==> src/rtl/debounce_scheduler.sv <==
// Shared-timer button debouncer: synchronised rising edges queue requests that are granted
// round-robin to a single window timer; a clean one-cycle pulse follows if the button is still held.
module debounce_scheduler #(
   parameter int N_BTN       = 4,
   parameter int ID_W        = 2,
   parameter int CLK_KHZ     = 50000,
   parameter int DURACION_MS = 50
) (
   input  logic             clk,
   input  logic             rst,
   input  logic [N_BTN-1:0] pulso_real,
   output logic [N_BTN-1:0] pulso_ideal,
   output logic             busy,
   output logic [ID_W-1:0]  active_id
);

   localparam logic [31:0]      LIMIT      = 32'(CLK_KHZ * DURACION_MS);
   localparam logic [31:0]      LAST_COUNT = LIMIT - 32'd1;
   localparam logic [ID_W-1:0]  RR_RESET   = ID_W'(N_BTN - 1);
   localparam logic [N_BTN-1:0] ONE_BTN    = {{(N_BTN-1){1'b0}}, 1'b1};
   localparam logic [N_BTN-1:0] NO_BTN     = {N_BTN{1'b0}};

   typedef enum logic [1:0] {
      ST_IDLE  = 2'd0,
      ST_COUNT = 2'd1,
      ST_CHECK = 2'd2
   } state_t;

   state_t           state_r;
   state_t           state_s;
   logic [N_BTN-1:0] s1_r;
   logic [N_BTN-1:0] s2_r;
   logic [N_BTN-1:0] s2_d_r;
   logic [N_BTN-1:0] pending_r;
   logic [N_BTN-1:0] pending_s;
   logic [N_BTN-1:0] pulse_r;
   logic [N_BTN-1:0] pulse_s;
   logic [N_BTN-1:0] rise_s;
   logic [N_BTN-1:0] own_mask_s;
   logic [N_BTN-1:0] clear_mask_s;
   logic [31:0]      counter_r;
   logic [31:0]      counter_s;
   logic [ID_W-1:0]  active_id_r;
   logic [ID_W-1:0]  active_id_s;
   logic [ID_W-1:0]  rr_ptr_r;
   logic [ID_W-1:0]  rr_ptr_s;
   logic [ID_W-1:0]  grant_idx_s;
   logic [ID_W-1:0]  cand_s;
   logic             grant_found_s;
   logic             hit_s;
   logic             busy_r;
   logic             busy_s;

   // Two-flop synchroniser plus a delayed copy for rising-edge detection.
   always_ff @(posedge clk) begin
      if (rst) begin
         s1_r   <= NO_BTN;
         s2_r   <= NO_BTN;
         s2_d_r <= NO_BTN;
      end else begin
         s1_r   <= pulso_real;
         s2_r   <= s1_r;
         s2_d_r <= s2_r;
      end
   end

   // Round-robin search: first pending bit after rr_ptr, wrapping modulo N_BTN.
   always_comb begin
      grant_found_s = 1'b0;
      grant_idx_s   = {ID_W{1'b0}};
      cand_s        = {ID_W{1'b0}};
      hit_s         = 1'b0;
      for (int k = 1; k <= N_BTN; k++) begin
         cand_s        = ID_W'((int'(rr_ptr_r) + k) % N_BTN);
         hit_s         = pending_r[cand_s] & ~grant_found_s;
         grant_idx_s   = hit_s ? cand_s : grant_idx_s;
         grant_found_s = grant_found_s | hit_s;
      end
   end

   // Next-state, timer, grant bookkeeping and pulse generation.
   always_comb begin
      state_s      = state_r;
      counter_s    = counter_r;
      active_id_s  = active_id_r;
      rr_ptr_s     = rr_ptr_r;
      pulse_s      = NO_BTN;
      clear_mask_s = NO_BTN;
      case (state_r)
         ST_IDLE: begin
            if (grant_found_s) begin
               active_id_s  = grant_idx_s;
               rr_ptr_s     = grant_idx_s;
               clear_mask_s = ONE_BTN << grant_idx_s;
               counter_s    = 32'd0;
               state_s      = ST_COUNT;
            end else begin
               state_s      = ST_IDLE;
            end
         end
         ST_COUNT: begin
            // LAST_COUNT is terminal, so the counter can never wrap.
            if (counter_r == LAST_COUNT) begin
               state_s   = ST_CHECK;
            end else begin
               counter_s = counter_r + 32'd1;
            end
         end
         ST_CHECK: begin
            pulse_s   = s2_r[active_id_r] ? (ONE_BTN << active_id_r) : NO_BTN;
            counter_s = 32'd0;
            state_s   = ST_IDLE;
         end
         default: begin
            counter_s = 32'd0;
            state_s   = ST_IDLE;
         end
      endcase

      busy_s     = (state_s == ST_COUNT) || (state_s == ST_CHECK);
      rise_s     = s2_r & ~s2_d_r;
      // Edges from the button that owns the timer are bounce, not new requests.
      own_mask_s = busy_r ? (ONE_BTN << active_id_r) : NO_BTN;
      pending_s  = (pending_r | (rise_s & ~own_mask_s)) & ~clear_mask_s;
   end

   // Scheduler state and registered outputs.
   always_ff @(posedge clk) begin
      if (rst) begin
         state_r     <= ST_IDLE;
         counter_r   <= 32'd0;
         active_id_r <= {ID_W{1'b0}};
         rr_ptr_r    <= RR_RESET;
         pending_r   <= NO_BTN;
         pulse_r     <= NO_BTN;
         busy_r      <= 1'b0;
      end else begin
         state_r     <= state_s;
         counter_r   <= counter_s;
         active_id_r <= active_id_s;
         rr_ptr_r    <= rr_ptr_s;
         pending_r   <= pending_s;
         pulse_r     <= pulse_s;
         busy_r      <= busy_s;
      end
   end

   assign pulso_ideal = pulse_r;
   assign busy        = busy_r;
   assign active_id   = active_id_r;

endmodule

==> config.mk <==
export PLATFORM = sky130hd
export DESIGN_NAME = debounce_scheduler
export DESIGN_NICKNAME = d
export VERILOG_FILES = /design/src/rtl/debounce_scheduler.sv
export SDC_FILE = /design/constraint.sdc
export NUM_CORES = 1
export LEC_CHECK = 0
export ABC_AREA = 1
export BUFFER_PORTS_ARGS = -buffer_cell sky130_fd_sc_hd__buf_2
export CELL_PAD_IN_SITES_DETAIL_PLACEMENT = 2
export CELL_PAD_IN_SITES_GLOBAL_PLACEMENT = 2
export CORE_ASPECT_RATIO = 1.75
export CORE_MARGIN = 2
export CORE_UTILIZATION = 36
export CTS_CLUSTER_SIZE = 25
export DETAILED_ROUTE_END_ITERATION = 7
export GPL_ROUTABILITY_DRIVEN = 0
export PLACE_DENSITY = 0.81
export SYNTH_ARGS = -nofsm -noshare
export SYNTH_HDL_FRONTEND = slang
export SYNTH_SLANG_ARGS = --single-unit
==> constraint.sdc <==
create_clock -name clk -period 3 [get_ports clk]
set_input_delay 0.9 -clock clk [delete_from_list [all_inputs] [get_ports clk]]
set_output_delay 0.9 -clock clk [all_outputs]
set_load 0.1 [all_outputs]
### After elaboration in Yosys (flattened, before gate mapping)

Cells that the tools add are included.

| operators by class | value |
|---|---|
| $add $sub $neg | 5 |
| order comparisons | 5 |
| equal/unequal tests | 7 |
| shifts and indexed selects | 2 |
| muxes and demuxes | 23 |
| bitwise gates (word level) | 18 |
| reduce and logical (&&, ||, !) cells | 5 |

Operators by type and width:

| kind | count |
|---|---|
| $mux W32 | 2 |
| $pmux W32 S2 | 1 |
| $add A32 B1 Y32 const B | 1 |
| $eq A32 B22 Y1 const B | 1 |
| $lt A2 B3 Y1 const B | 5 |
| $and A4 B4 Y4 | 3 |
| $mux W4 | 3 |
| $not A4 Y4 | 3 |
| $bmux W1 S2 | 5 |
| $mux W2 | 5 |
| $shl A1 B2 Y4 const A | 2 |
| $mux W1 | 6 |
| $not A1 Y1 | 5 |
| $add A2 B1 Y2 const B | 2 |
| $add A2 B2 Y2 const B | 2 |
| $eq A2 B1 Y1 const B | 2 |
| $eq A2 B2 Y1 const B | 2 |
| $ne A2 B2 Y1 const B | 2 |
| $or A4 B4 Y4 | 1 |
| $pmux W2 S2 | 1 |
| $reduce_and A2 Y1 | 2 |
| $and A1 B1 Y1 | 3 |
| $or A1 B1 Y1 | 3 |
| $reduce_or A3 Y1 | 1 |
| other kinds (2) | 2 |

| word-level totals | value |
|---|---|
| flip-flop bits (word level) | 59 |
| input port bits | 6 |
| output and inout bits | 7 |
| word-level logic and storage cells | 75 |

### Depth between registers and ports, before layout

Gate-level depths: netlist of run 1.

| logic depth | value |
|---|---|
| word-level depth | 17 |
| depth in mapped cells | 12 |
| gate-level depth less buffers | 12 |

### Worst setup path before layout of run 1

OpenSTA, ideal clock, no wires.

| timing | value |
|---|---|
| path kind | register -> register |
| start point | register active_id_r[0] (netlist: active_id[0]) |
| end point | register pending_r[2] |
| library setup time | 64 ps |
| data arrival time | 1815 ps |
| data required time | 2936 ps |
| path slack | 1121 ps |
| cell stages (with the launch flop) | 7 |
| buffers on the path | 1 |
| period minus slack after synthesis | 1879 ps |
| cells stage by stage | dfxtp_1 clkbuf_1 inv_1 and3_1 o31ai_1 nand2_1 nor2_1 |

| between the ends | value |
|---|---|
| longest elaborated chain between the ends | 6 |

Ends and longest elaborated chain:

| item | RTL line | RTL |
|---|---|---|
| start, declared | 43 | `logic [ID_W-1:0] active_id_r;` |
| start signal, assigned | 132 | `active_id_r <= {ID_W{1'b0}};` |
| start signal, assigned | 140 | `active_id_r <= active_id_s;` |
| $shl A1 B2 Y4 | 123 | `own_mask_s = busy_r ? (ONE_BTN << active_id_r) : NO_BTN;` |
| $mux W4 | 123 |  |
| $not A4 Y4 | 124 | `pending_s = (pending_r \| (rise_s & ~own_mask_s)) & ~clear_mask_s;` |
| $and A4 B4 Y4 | 124 |  |
| $or A4 B4 Y4 | 124 |  |
| $and A4 B4 Y4 | 124 |  |
| end signal, assigned | 142 | `pending_r <= pending_s;` |
| end, declared | 34 | `logic [N_BTN-1:0] pending_r;` |

No other way between the ends.
A chain may end at the register's enable or synchronous reset.

### Worst setup path in the final report of run 1

| timing | value |
|---|---|
| start point | register active_id_r[1] (netlist: active_id[1]) |
| end point | output active_id[1] |

RTL lines:

| item | RTL line | RTL |
|---|---|---|
| end, declared | 14 | `output logic [ID_W-1:0] active_id` |

No word-level cell between the ends.

==> summary.json, run 1 <==
{
  "status": {
    "status": "completed"
  },
  "detailed_routing": {
    "vias": 3605,
    "detail_route.vias_per_cell": 5.263,
    "detail_route.drc_violations": 0,
    "drtIter0Drc": 134,
    "detail-route-antenna-nets": 0,
    "firstDrtPassIters": 4,
    "routed_wire_length_per_instance_um": 19.78,
    "totalWireLength_mm": 13.55
  },
  "floorplanning": {
    "die_h_um": 131.8,
    "core_region_area_sq_mm": 0.009094,
    "io_pins": 13,
    "fp-row-count": 46,
    "initial_utilization_pct": 36.94,
    "chip_width_um": 77.03,
    "die-area_sq_mm": 0.01015
  },
  "setup_path": {
    "crit_path_end_kind": "primary output",
    "worstSetupPathDepth": 1,
    "critical_path.startpoint_type": "flop",
    "kind_of_cell_with_the_highest_combined_delay_on_the_critical_path": "flip-flops",
    "combined_buffer_and_inverter_count_along_the_critical_path": 1,
    "cp_slowest_cell": "sky130_fd_sc_hd__dfxtp_1",
    "r2r-end": "pending_r[1]",
    "crit_path_end": "active_id[1]",
    "rr_worst_depth": 10,
    "worst-endpoint-required_ps": 2100,
    "startpoint": "active_id[1]",
    "criticalPathCategory": "reg2out",
    "rr_startpoint": "rr_ptr_r[0]",
    "r2r_setup_slack_ps": 810,
    "cpPeakStageDelay_ps": 550,
    "crit_arrival_ps": 1380,
    "critPathMaxFanout": 10,
    "crit_path_cell_trace": "buf_2"
  },
  "sta": {
    "fin_crit_ps": 2285,
    "final_hold_violations": 0,
    "worst-slew-pin-transition_ps": 570.1,
    "finalMaxSlewViolations": 0,
    "finalHoldWorstSlack_ps": 414.2,
    "max_clock_freq_mhz": 437.6,
    "final-setup-viol-count": 0,
    "slew_headroom_pct": 61.79,
    "fin_crit_sh_pct": 76.17,
    "finalWorstSetupSlack_ps": 715.0,
    "grt_setup_unrepaired": "false",
    "finalClockSkew_ps": 8.558,
    "setup-tns-final_ps": 0
  },
  "placed_design": {
    "post-place-ws_ps": 859.5,
    "detailedPlacementHpwl_mm": 9.795,
    "count_of_input_and_output_buffers": 12
  },
  "clock_tree": {
    "tritoncts": "done",
    "path_clk_slew_ps": 60,
    "cts.htree.levels": 3,
    "cts_setup_buffers": 0,
    "clockBufferDepth": 2,
    "clockRootBuffer": "sky130_fd_sc_hd__clkbuf_16",
    "numCtsBuffers": 9,
    "worst_skew_pair.late_latency_ps": 340,
    "ctsHoldBuffers": 0,
    "clock_sink_count": 59,
    "post_cts_resize_count": 0
  },
  "layout": {
    "nFillCells": 1167,
    "multiInputGateArea_sq_mm": 0.001843,
    "area.growth.synth_to_final_pct": 12.48,
    "layout.cells.most_common": "sky130_fd_sc_hd__nand2_1",
    "layout.area.seq_sq_mm": 0.001181,
    "most-common-layout-cells": "sky130_fd_sc_hd__nand2_1, sky130_fd_sc_hd__nor2_1, sky130_fd_sc_hd__inv_1",
    "share_of_layout_cells_above_drive_strength_1_pct": 8.673,
    "antenna-diode-count": 0,
    "nets": 567
  },
  "global_routing": {
    "grt_util_all_layers_pct": 28.10,
    "globalRoute.totalOverflow": 0,
    "antenna_found_initial": 0,
    "grt_first_pass_wirelength_mm": 21.84,
    "via_count_of_the_first_global_routing_pass": 4110,
    "pin_count_of_the_biggest_net_entering_global_routing": 33
  },
  "power_and_ir_drop": {
    "power.share.clock_pct": 34.5,
    "comb_power_share_pct": 33.2,
    "power_dens_cells_mw_per_mm2": 762.8,
    "total_leakage_power_uw": 0.001481,
    "power.switching_fraction_pct": 44.22,
    "cellInternalPower_uw": 1608,
    "power_frac_seq_pct": 32.3,
    "power_spent_charging_and_discharging_nets_uw": 1275,
    "irDropWorstVdd_v": 0.0004561
  },
  "yosys": {
    "largest_cells_by_area_after_synthesis": "sky130_fd_sc_hd__dfxtp_1, sky130_fd_sc_hd__nand2_1, sky130_fd_sc_hd__nor2_1",
    "yosysWarningCount": 0,
    "netlist.top_cell.by_area": "sky130_fd_sc_hd__dfxtp_1",
    "synthSimpleGateAreaFrac_pct": 45.62,
    "synthesis.area_sq_mm": 0.003359,
    "post-synth-top-area-fraction_pct": 35.16,
    "synth_compound_area_share_pct": 7.300,
    "seq_area_frac_synth_pct": 35.16,
    "synth_fp_nets": 557,
    "postSynthCellCount": 550,
    "main_combinational_cell_family_by_area_after_synthesis": "simple AND/OR/NAND/NOR gates",
    "yosys.cell_types.count": 30,
    "synth-seq-cells": 59,
    "synth-xor-area-share_pct": 1.564,
    "synth_area_per_cell_sq_um": 6.108,
    "synthesized_area_fraction_occupied_by_adder_cells_pct": 0.3724,
    "post_synth_mux_area_share_pct": 0
  },
  "hold_path": {
    "worstHoldPathType": "reg2reg",
    "min_delay_path_depth": 2,
    "worstHoldStart": "s1_r[2]"
  },
  "run": {
    "max_cap_violations": 0
  }
}
==> logic make-up after synthesis <==
logic type / count (synthesis)
DFF: 59
buffers and inverters: 81
xor gates and xnor gates: 6
and+or+nand+nor: 356
AOI/OAI and AO/OA: 47
adders and majority gates: 1
==> worst min-delay path, delay by kind of cell, from the launching register on <==
kind	cells	cell delay, ps
buf+inv	1	40
flops	1	300
simple gates	1	30
==> power groups by stage <==
stage | registers [uW] | logic, uW | clock network, uW
final | 931 | 957 | 995
after global routing | 941 | 1050 | 1050
after CTS | 931 | 964 | 1030
after detailed placement | 947 | 927 | 0
after global placement | 938 | 893 | 0
after floorplan | 1010 | 654 | 0
==> cell type report <==
type / instances / area share [%]
inverter: 66 / 6.556
tap: 120 / 3.974
clock inverter: 7 / 1.490
clock buffer: 9 / 5.960
multi-input combinational: 410 / 48.77
sequential: 59 / 31.26
timing repair buffer: 14 / 1.987
==> state kept, by name (all words and copies together) (netlist names) <==
name         cells
rr_ptr_r         2
active_id        2
pulso_ideal      4
state_r          2
busy             1
s2_d_r           4
pending_r        4
s1_r             4
counter_r       32
s2_r             4
==> layer usage <==
metal	vias to the layer above	track usage, %	wire length, um
met1	1756	25.11	4598
met4	0	15.67	696
met2	62	57.85	8004
li1	1752	-	-
met3	35	3.493	251
met5	-	0	0
==> stage by stage <==
stage,instance area [sq um],power (uW),std cells,util [%]
2_1_floorplan,3359,1664,550,-
3_3_place_gp,3497,1831,669,38.46
4_1_cts,3779,2923,685,41.55
3_5_place_dp,3497,1874,669,38.46
5_1_grt,3779,3038,685,41.55
6_report,3779,2882,685,41.55
==> synthesized netlist by cell type (all sizes together) <==
cell and count:
a21boi 1, a21oi 37, and2 1, and3 1, buf 6, clkbuf 9
dfxtp 59, ha 1, inv 66, nand2 183, nand3 56, nand4 8
nor2 89, nor3 15, o211ai 2, o21ai 6, o31ai 1, or2 3
xnor2 1, xor2 5
==> worst min path at each step <==
stage              end  slack (ps)
3_5_place_dp   s2_r[3]         400
2_1_floorplan  s2_r[0]         390
5_1_grt        s2_r[3]         440
6_report       s2_r[2]         410
4_1_cts        s2_r[2]         420
3_3_place_gp   s2_r[1]         390
(Power assumes the default switching activity.)
==> inputs of run 2 (changes only) <==
--- a/config.mk
+++ b/config.mk
@@ -11,11 +11,11 @@
 export CELL_PAD_IN_SITES_GLOBAL_PLACEMENT = 2
 export CORE_ASPECT_RATIO = 1.75
 export CORE_MARGIN = 2
-export CORE_UTILIZATION = 36
+export CORE_UTILIZATION = 33
 export CTS_CLUSTER_SIZE = 25
 export DETAILED_ROUTE_END_ITERATION = 7
 export GPL_ROUTABILITY_DRIVEN = 0
-export PLACE_DENSITY = 0.81
+export PLACE_DENSITY = 0.75
 export SYNTH_ARGS = -nofsm -noshare
 export SYNTH_HDL_FRONTEND = slang
 export SYNTH_SLANG_ARGS = --single-unit
==> constraint.sdc (replaced) <==
create_clock -name clk -period 2.3 [get_ports clk]
set_input_delay 0.69 -clock clk [delete_from_list [all_inputs] [get_ports clk]]
set_output_delay 0.69 -clock clk [all_outputs]
set_load 0.1 [all_outputs]
==> run 2 against run 1 <==
Compared with the run above: non-clock buffer count rose by 7; clock skew decreased by 2.7 ps; core utilization decreased by 2.4 points; sequential share of layout area down 0.82 points; die area rose by 8.7%; largest cell class unchanged; highest routed layer unchanged.
==> summary.json, run 2 (same netlist as run 1, synthesis figures left out) <==
{
  "sta": {
    "finalClockSkew": {"value": 5.905, "unit": "ps", "change": "-2.653 ps"},
    "worst-slew-pin-transition": {"value": 510.8, "unit": "ps", "change": "-59.28 ps"},
    "finalMaxSlewViolations": {"value": 0, "change": "unchanged"},
    "slew_headroom": {"value": 65.69, "unit": "%", "change": "+3.9 points"},
    "setup-tns-final": {"value": 0, "unit": "ps", "change": "unchanged"},
    "max_clock_freq_mhz": 480.4,
    "final-setup-viol-count": {"value": 0, "change": "unchanged"},
    "grt_setup_unrepaired": "false",
    "fin_crit_ps": 2082,
    "fin_crit_sh_pct": 90.51,
    "final_hold_violations": {"value": 0, "change": "unchanged"}
  },
  "floorplanning": {
    "chip_width": {"value": 80.27, "unit": "um", "change": "+4.2%"},
    "io_pins": {"value": 13, "change": "unchanged"},
    "die-area": {"value": 0.01104, "unit": "sq mm", "change": "+8.7%"},
    "initial_utilization": {"value": 33.90, "unit": "%", "change": "-3.0 points"},
    "fp-row-count": {"value": 48, "change": "+4.3%"},
    "die_h": {"value": 137.5, "unit": "um", "change": "+4.3%"},
    "core_region_area": {"value": 0.009910, "unit": "sq mm", "change": "+9.0%"}
  },
  "detailed_routing": {
    "detail-route-antenna-nets": {"value": 0, "change": "unchanged"},
    "detail_route.drc_violations": {"value": 0, "change": "unchanged"},
    "vias": {"value": 3601, "change": "-0.11%"},
    "drtIter0Drc": {"value": 80, "change": "-40%"},
    "routed_wire_length_per_instance": {"value": 18.14, "unit": "um", "change": "-8.3%"},
    "firstDrtPassIters": {"value": 4, "change": "unchanged"},
    "detail_route.vias_per_cell": {"value": 5.166, "change": "-1.8%"},
    "totalWireLength": {"value": 12.64, "unit": "mm", "change": "-6.7%"}
  },
  "global_routing": {
    "antenna_found_initial": {"value": 0, "change": "unchanged"},
    "grt_first_pass_wirelength": {"value": 20.15, "unit": "mm", "change": "-7.7%"},
    "grt_util_all_layers": {"value": 24.88, "unit": "%", "change": "-3.2 points"},
    "via_count_of_the_first_global_routing_pass": {"value": 3982, "change": "-3.1%"},
    "pin_count_of_the_biggest_net_entering_global_routing": {"value": 31, "change": "-6.1%"},
    "globalRoute.totalOverflow": {"value": 0, "change": "unchanged"}
  },
  "hold_path": {
    "worstHoldPathType": "reg2reg",
    "min_delay_path_depth": {"value": 2, "change": "unchanged"}
  },
  "clock_tree": {
    "clockBufferDepth": {"value": 2, "change": "unchanged"},
    "numCtsBuffers": {"value": 9, "change": "unchanged"},
    "post_cts_resize_count": {"value": 0, "change": "unchanged"},
    "tritoncts": "done",
    "ctsHoldBuffers": {"value": 0, "change": "unchanged"},
    "cts_setup_buffers": {"value": 0, "change": "unchanged"},
    "clock_sink_count": {"value": 59, "change": "unchanged"},
    "cts.htree.levels": {"value": 3, "change": "unchanged"},
    "path_clk_slew": {"value": 60, "unit": "ps", "change": "about the same"},
    "worst_skew_pair.late_latency": {"value": 340, "unit": "ps", "change": "about the same"},
    "clockRootBuffer": "sky130_fd_sc_hd__clkbuf_16"
  },
  "setup_path": {
    "rr_worst_depth": {"value": 9, "change": "-1"},
    "startpoint": "rr_ptr_r[0]",
    "r2r-end": "counter_r[3]",
    "r2r_setup_slack": {"value": 220, "unit": "ps", "change": "-590 ps"},
    "criticalPathCategory": "reg2reg",
    "critPathMaxFanout": {"value": 30, "change": "+20"},
    "rr_startpoint": "rr_ptr_r[0]",
    "critical_path.startpoint_type": "flop",
    "crit_arrival": {"value": 2300, "unit": "ps", "change": "+920 ps"},
    "worst-endpoint-required": {"value": 2520, "unit": "ps", "change": "+420 ps"},
    "crit_path_end_kind": "flop",
    "crit_path_end": "counter_r[3]"
  },
  "layout": {
    "layout.core_utilization": {"value": 39.15, "unit": "%", "change": "-2.4 points"},
    "final_cell_area": {"value": 0.003880, "unit": "sq mm", "change": "+2.7%"},
    "share_of_layout_cells_above_drive_strength_1": {"value": 9.790, "unit": "%", "change": "+1.1 points"},
    "largest_register_ffs": {"value": 32, "change": "unchanged"},
    "max_flop_register": "counter_r",
    "area.growth.synth_to_final_pct": 15.49,
    "layout.cells.most_common": "sky130_fd_sc_hd__nand2_1",
    "nets": {"value": 574, "change": "+1.2%"},
    "antenna-diode-count": {"value": 0, "change": "unchanged"},
    "nFillCells": {"value": 1246, "change": "+6.8%"},
    "most-common-layout-cells": "sky130_fd_sc_hd__nand2_1, sky130_fd_sc_hd__nor2_1, sky130_fd_sc_hd__inv_1"
  },
  "status": {
    "status": "completed"
  },
  "power_and_ir_drop": {
    "power_dens_cells": {"value": 1012, "unit": "mW/mm^2", "change": "+33%"},
    "irDropWorstVdd": {"value": 0.0005174, "unit": "V", "change": "+13%"},
    "total_leakage_power": {"value": 0.001535, "unit": "uW", "change": "+3.7%"}
  },
  "placed_design": {
    "count_of_input_and_output_buffers": {"value": 12, "change": "unchanged"},
    "detailedPlacementHpwl": {"value": 9.795, "unit": "mm", "change": "about the same"},
    "post_dp_cell_area": {"value": 0.003556, "unit": "sq mm", "change": "+1.7%"}
  },
  "run": {
    "max_cap_violations": {"value": 0, "change": "unchanged"}
  }
}
## run 2: cell count changes in the layout (fill, tap and decap cells not counted)
cell                        delta
sky130_fd_sc_hd__buf_4         +7
sky130_fd_sc_hd__bufinv_16     +2
sky130_fd_sc_hd__inv_6         -2
## run 2: final cells by class
class | instances | area (sq um) | area share (%)
clock buffer | 9 | 225.2 | 5.805
clock inverter | 7 | 98.84 | 2.548
inverter | 66 | 247.7 | 6.385
multi-input combinational | 410 | 1843 | 47.50
sequential | 59 | 1181 | 30.44
tap | 125 | 156.4 | 4.031
timing repair buffer | 21 | 127.6 | 3.289
## run 2: worst min path at each step
stage | start | endpoint | slack [ps]
floorplan | s1_r[0] | s2_r[0] | 390
global placement | s1_r[1] | s2_r[1] | 390
detailed placement | s1_r[2] | s2_r[2] | 400
CTS | s1_r[2] | s2_r[2] | 410
global route | s1_r[2] | s2_r[2] | 440
finish | s1_r[2] | s2_r[2] | 410
## run 2: critical path, stage by stage (launching register included)
cell	delay (ps)
sky130_fd_sc_hd__dfxtp_1	530
sky130_fd_sc_hd__inv_2	140
sky130_fd_sc_hd__nand2_1	110
sky130_fd_sc_hd__nand2_2	90
sky130_fd_sc_hd__nor2_4	190
sky130_fd_sc_hd__nand4_4	170
sky130_fd_sc_hd__nand2_4	370
sky130_fd_sc_hd__inv_2	140
sky130_fd_sc_hd__nand2_1	120
sky130_fd_sc_hd__a21oi_1	80
## run 2: per-layer routing
layer | track usage [%] | wire length, um | vias to the layer above
li1 | - | - | 1758
met1 | 22.97 | 4454 | 1778
met2 | 50.97 | 7543 | 39
met3 | 4.063 | 205 | 26
met4 | 10.83 | 440 | 0
met5 | 0 | 0 | -
## run 2: through the flow
step	cells	setup slack, ps	power, uW	hold slack (ps)
after floorplan	550	421.1	2170	388.3
after global routing	697	5.432	4127	441.6
final	697	218.2	3928	406.6
after detailed placement	681	246.0	2456	403.5
after global placement	681	362.2	2411	392.3
after CTS	697	171.1	3986	412.9
## run 2: where the power goes
part	internal [uW]	leakage, uW	total (uW)	switching [uW]
Combinational	268	0.000899	1230	959
Clock	955	0.000156	1490	539
Sequential	1100	0.000479	1210	109
==> inputs of run 3 (changes only) <==
--- a/config.mk
+++ b/config.mk
@@ -15,6 +15,7 @@
 export CTS_CLUSTER_SIZE = 25
 export DETAILED_ROUTE_END_ITERATION = 7
 export GPL_ROUTABILITY_DRIVEN = 0
+export MAX_ROUTING_LAYER = met4
 export PLACE_DENSITY = 0.75
 export SYNTH_ARGS = -nofsm -noshare
 export SYNTH_HDL_FRONTEND = slang
==> run 3 against run 2 <==
Compared with the run above: first-iteration DRC count up 21%; critical path type unchanged; core utilization unchanged; clock power about the same; non-clock buffer count unchanged; clock skew up 0.67 ps; worst setup slack better by 9.7 ps; cell count unchanged; hold slack about the same; via count down 0.56%; maximum frequency up 0.47%.
==> summary.json, run 3 (same netlist as run 1, synthesis figures left out) <==
{
  "status": {
    "status": "completed"
  },
  "clock_tree": {
    "worst_skew_pair.late_latency": {"value": 340, "unit": "ps", "change": "about the same"},
    "numCtsBuffers": {"value": 9, "change": "unchanged"},
    "ctsHoldBuffers": {"value": 0, "change": "unchanged"},
    "path_clk_slew": {"value": 60, "unit": "ps", "change": "about the same"},
    "post_cts_resize_count": {"value": 0, "change": "unchanged"},
    "clockBufferDepth": {"value": 2, "change": "unchanged"},
    "cts.htree.levels": {"value": 3, "change": "unchanged"},
    "clockRootBuffer": "sky130_fd_sc_hd__clkbuf_16",
    "clock_sink_count": {"value": 59, "change": "unchanged"},
    "cts_setup_buffers": {"value": 0, "change": "unchanged"},
    "tritoncts": "done"
  },
  "sta": {
    "fin_crit_sh": {"value": 90.09, "unit": "%", "change": "-0.42 points"},
    "fin_crit": {"value": 2072, "unit": "ps", "change": "-9.664 ps"},
    "worst-slew-pin-transition": {"value": 513.2, "unit": "ps", "change": "+2.432 ps"},
    "finalClockSkew": {"value": 6.572, "unit": "ps", "change": "+0.6672 ps"},
    "finalMaxSlewViolations": {"value": 0, "change": "unchanged"},
    "max_clock_freq": {"value": 482.6, "unit": "MHz", "change": "+0.47%"},
    "slew_headroom": {"value": 65.52, "unit": "%", "change": "-0.16 points"},
    "grt_setup_unrepaired": "false",
    "final_hold_violations": {"value": 0, "change": "unchanged"},
    "final-setup-viol-count": {"value": 0, "change": "unchanged"},
    "setup-tns-final": {"value": 0, "unit": "ps", "change": "unchanged"}
  },
  "setup_path": {
    "critPathMaxFanout": {"value": 30, "change": "unchanged"},
    "crit_path_end_kind": "flop",
    "criticalPathCategory": "reg2reg",
    "critical_path.startpoint_type": "flop",
    "startpoint": "rr_ptr_r[0]",
    "crit_arrival": {"value": 2290, "unit": "ps", "change": "about the same"},
    "rr_startpoint": "rr_ptr_r[0]",
    "worst-endpoint-required": {"value": 2520, "unit": "ps", "change": "about the same"}
  },
  "run": {
    "max_cap_violations": {"value": 0, "change": "unchanged"}
  },
  "floorplanning": {
    "initial_utilization": {"value": 33.90, "unit": "%", "change": "unchanged"},
    "die_h": {"value": 137.5, "unit": "um", "change": "unchanged"},
    "io_pins": {"value": 13, "change": "unchanged"},
    "fp-row-count": {"value": 48, "change": "unchanged"},
    "chip_width": {"value": 80.27, "unit": "um", "change": "unchanged"},
    "die-area": {"value": 0.01104, "unit": "sq mm", "change": "unchanged"},
    "core_region_area": {"value": 0.009910, "unit": "sq mm", "change": "unchanged"}
  },
  "global_routing": {
    "via_count_of_the_first_global_routing_pass": {"value": 3985, "change": "+0.075%"},
    "grt_util_all_layers": {"value": 25.50, "unit": "%", "change": "+0.62 points"},
    "globalRoute.totalOverflow": {"value": 0, "change": "unchanged"},
    "antenna_found_initial": {"value": 0, "change": "unchanged"},
    "grt_first_pass_wirelength": {"value": 20.13, "unit": "mm", "change": "about the same"},
    "pin_count_of_the_biggest_net_entering_global_routing": {"value": 31, "change": "unchanged"}
  },
  "power_and_ir_drop": {
    "irDropWorstVdd": {"value": 0.0005181, "unit": "V", "change": "+0.14%"},
    "power_dens_cells": {"value": 1011, "unit": "mW/mm^2", "change": "-0.14%"},
    "total_leakage_power": {"value": 0.001535, "unit": "uW", "change": "unchanged"}
  },
  "detailed_routing": {
    "drtIter0Drc": {"value": 97, "change": "+21%"},
    "totalWireLength": {"value": 12.63, "unit": "mm", "change": "-0.15%"},
    "firstDrtPassIters": {"value": 4, "change": "unchanged"},
    "detail-route-antenna-nets": {"value": 0, "change": "unchanged"},
    "routed_wire_length_per_instance": {"value": 18.11, "unit": "um", "change": "-0.15%"},
    "detail_route.drc_violations": {"value": 0, "change": "unchanged"},
    "vias": {"value": 3581, "change": "-0.56%"},
    "detail_route.vias_per_cell": {"value": 5.138, "change": "-0.56%"}
  },
  "layout": {
    "max_flop_register": "counter_r",
    "area.growth.synth_to_final": {"value": 15.49, "unit": "%", "change": "unchanged"},
    "layout.cells.most_common": "sky130_fd_sc_hd__nand2_1",
    "largest_register_ffs": {"value": 32, "change": "unchanged"},
    "antenna-diode-count": {"value": 0, "change": "unchanged"},
    "nets": {"value": 574, "change": "unchanged"},
    "final_cell_area": {"value": 0.003880, "unit": "sq mm", "change": "unchanged"},
    "most-common-layout-cells": "sky130_fd_sc_hd__nand2_1, sky130_fd_sc_hd__nor2_1, sky130_fd_sc_hd__inv_1",
    "layout.core_utilization": {"value": 39.15, "unit": "%", "change": "unchanged"},
    "share_of_layout_cells_above_drive_strength_1": {"value": 9.790, "unit": "%", "change": "unchanged"}
  },
  "placed_design": {
    "detailedPlacementHpwl": {"value": 9.795, "unit": "mm", "change": "unchanged"},
    "post_dp_cell_area": {"value": 0.003556, "unit": "sq mm", "change": "unchanged"},
    "count_of_input_and_output_buffers": {"value": 12, "change": "unchanged"}
  },
  "hold_path": {
    "worstHoldPathType": "reg2reg",
    "worstHoldStart": "s1_r[2]"
  }
}
run 3: through the flow:
stage	worst slack, ps	total power [uW]	cells	hold slack [ps]
5_1_grt	8.568	4123	697	441.6
6_report	227.9	3922	697	406.6
4_1_cts	171.1	3986	697	412.9
3_3_place_gp	362.2	2411	681	392.3
3_5_place_dp	246.0	2456	681	403.5
2_1_floorplan	421.1	2170	550	388.3
run 3: critical path, stage by stage (launching register included):
cell and delay, ps:
sky130_fd_sc_hd__dfxtp_1 530, sky130_fd_sc_hd__inv_2 140, sky130_fd_sc_hd__nand2_1 80, sky130_fd_sc_hd__nand2_1 120, sky130_fd_sc_hd__nor2_4 180, sky130_fd_sc_hd__nand4_4 170, sky130_fd_sc_hd__nand2_4 360, sky130_fd_sc_hd__inv_2 140
sky130_fd_sc_hd__nand2_1 120, sky130_fd_sc_hd__a21oi_1 80
run 3: per-layer routing:
metal,global-route usage (%),share of wire [%],vias to the layer above
met5,-,0,-
met4,11.39,3.6,0
met3,3.473,1.3,27
met2,51.02,60,37
met1,22.85,35,1759
li1,-,-,1758
run 3: worst paths after layout:
check	to	slack, ps	cells after the start
setup reg to reg	counter_r[3]	230	9
setup / recovery	counter_r[3]	230	9
hold / removal	s2_r[2]	410	2
hold reg to reg	s2_r[2]	410	2
run 3: power by group:
part / internal [uW] / total [uW] / leakage (uW) / switching [uW]
registers: 1100 / 1210 / 0.000479 / 108
clock network: 955 / 1490 / 0.000156 / 538
logic: 268 / 1220 / 0.000899 / 955
total: 2320 / 3920 / 0.00153 / 1600
run 3: area by class of cell:
cell class	instances	area (sq um)
multi-input combinational	410	1843
sequential	59	1181
clock buffer	9	225.2
inverter	66	247.7
tap	125	156.4
fill	1246	6030
timing repair buffer	21	127.6
clock inverter	7	98.84
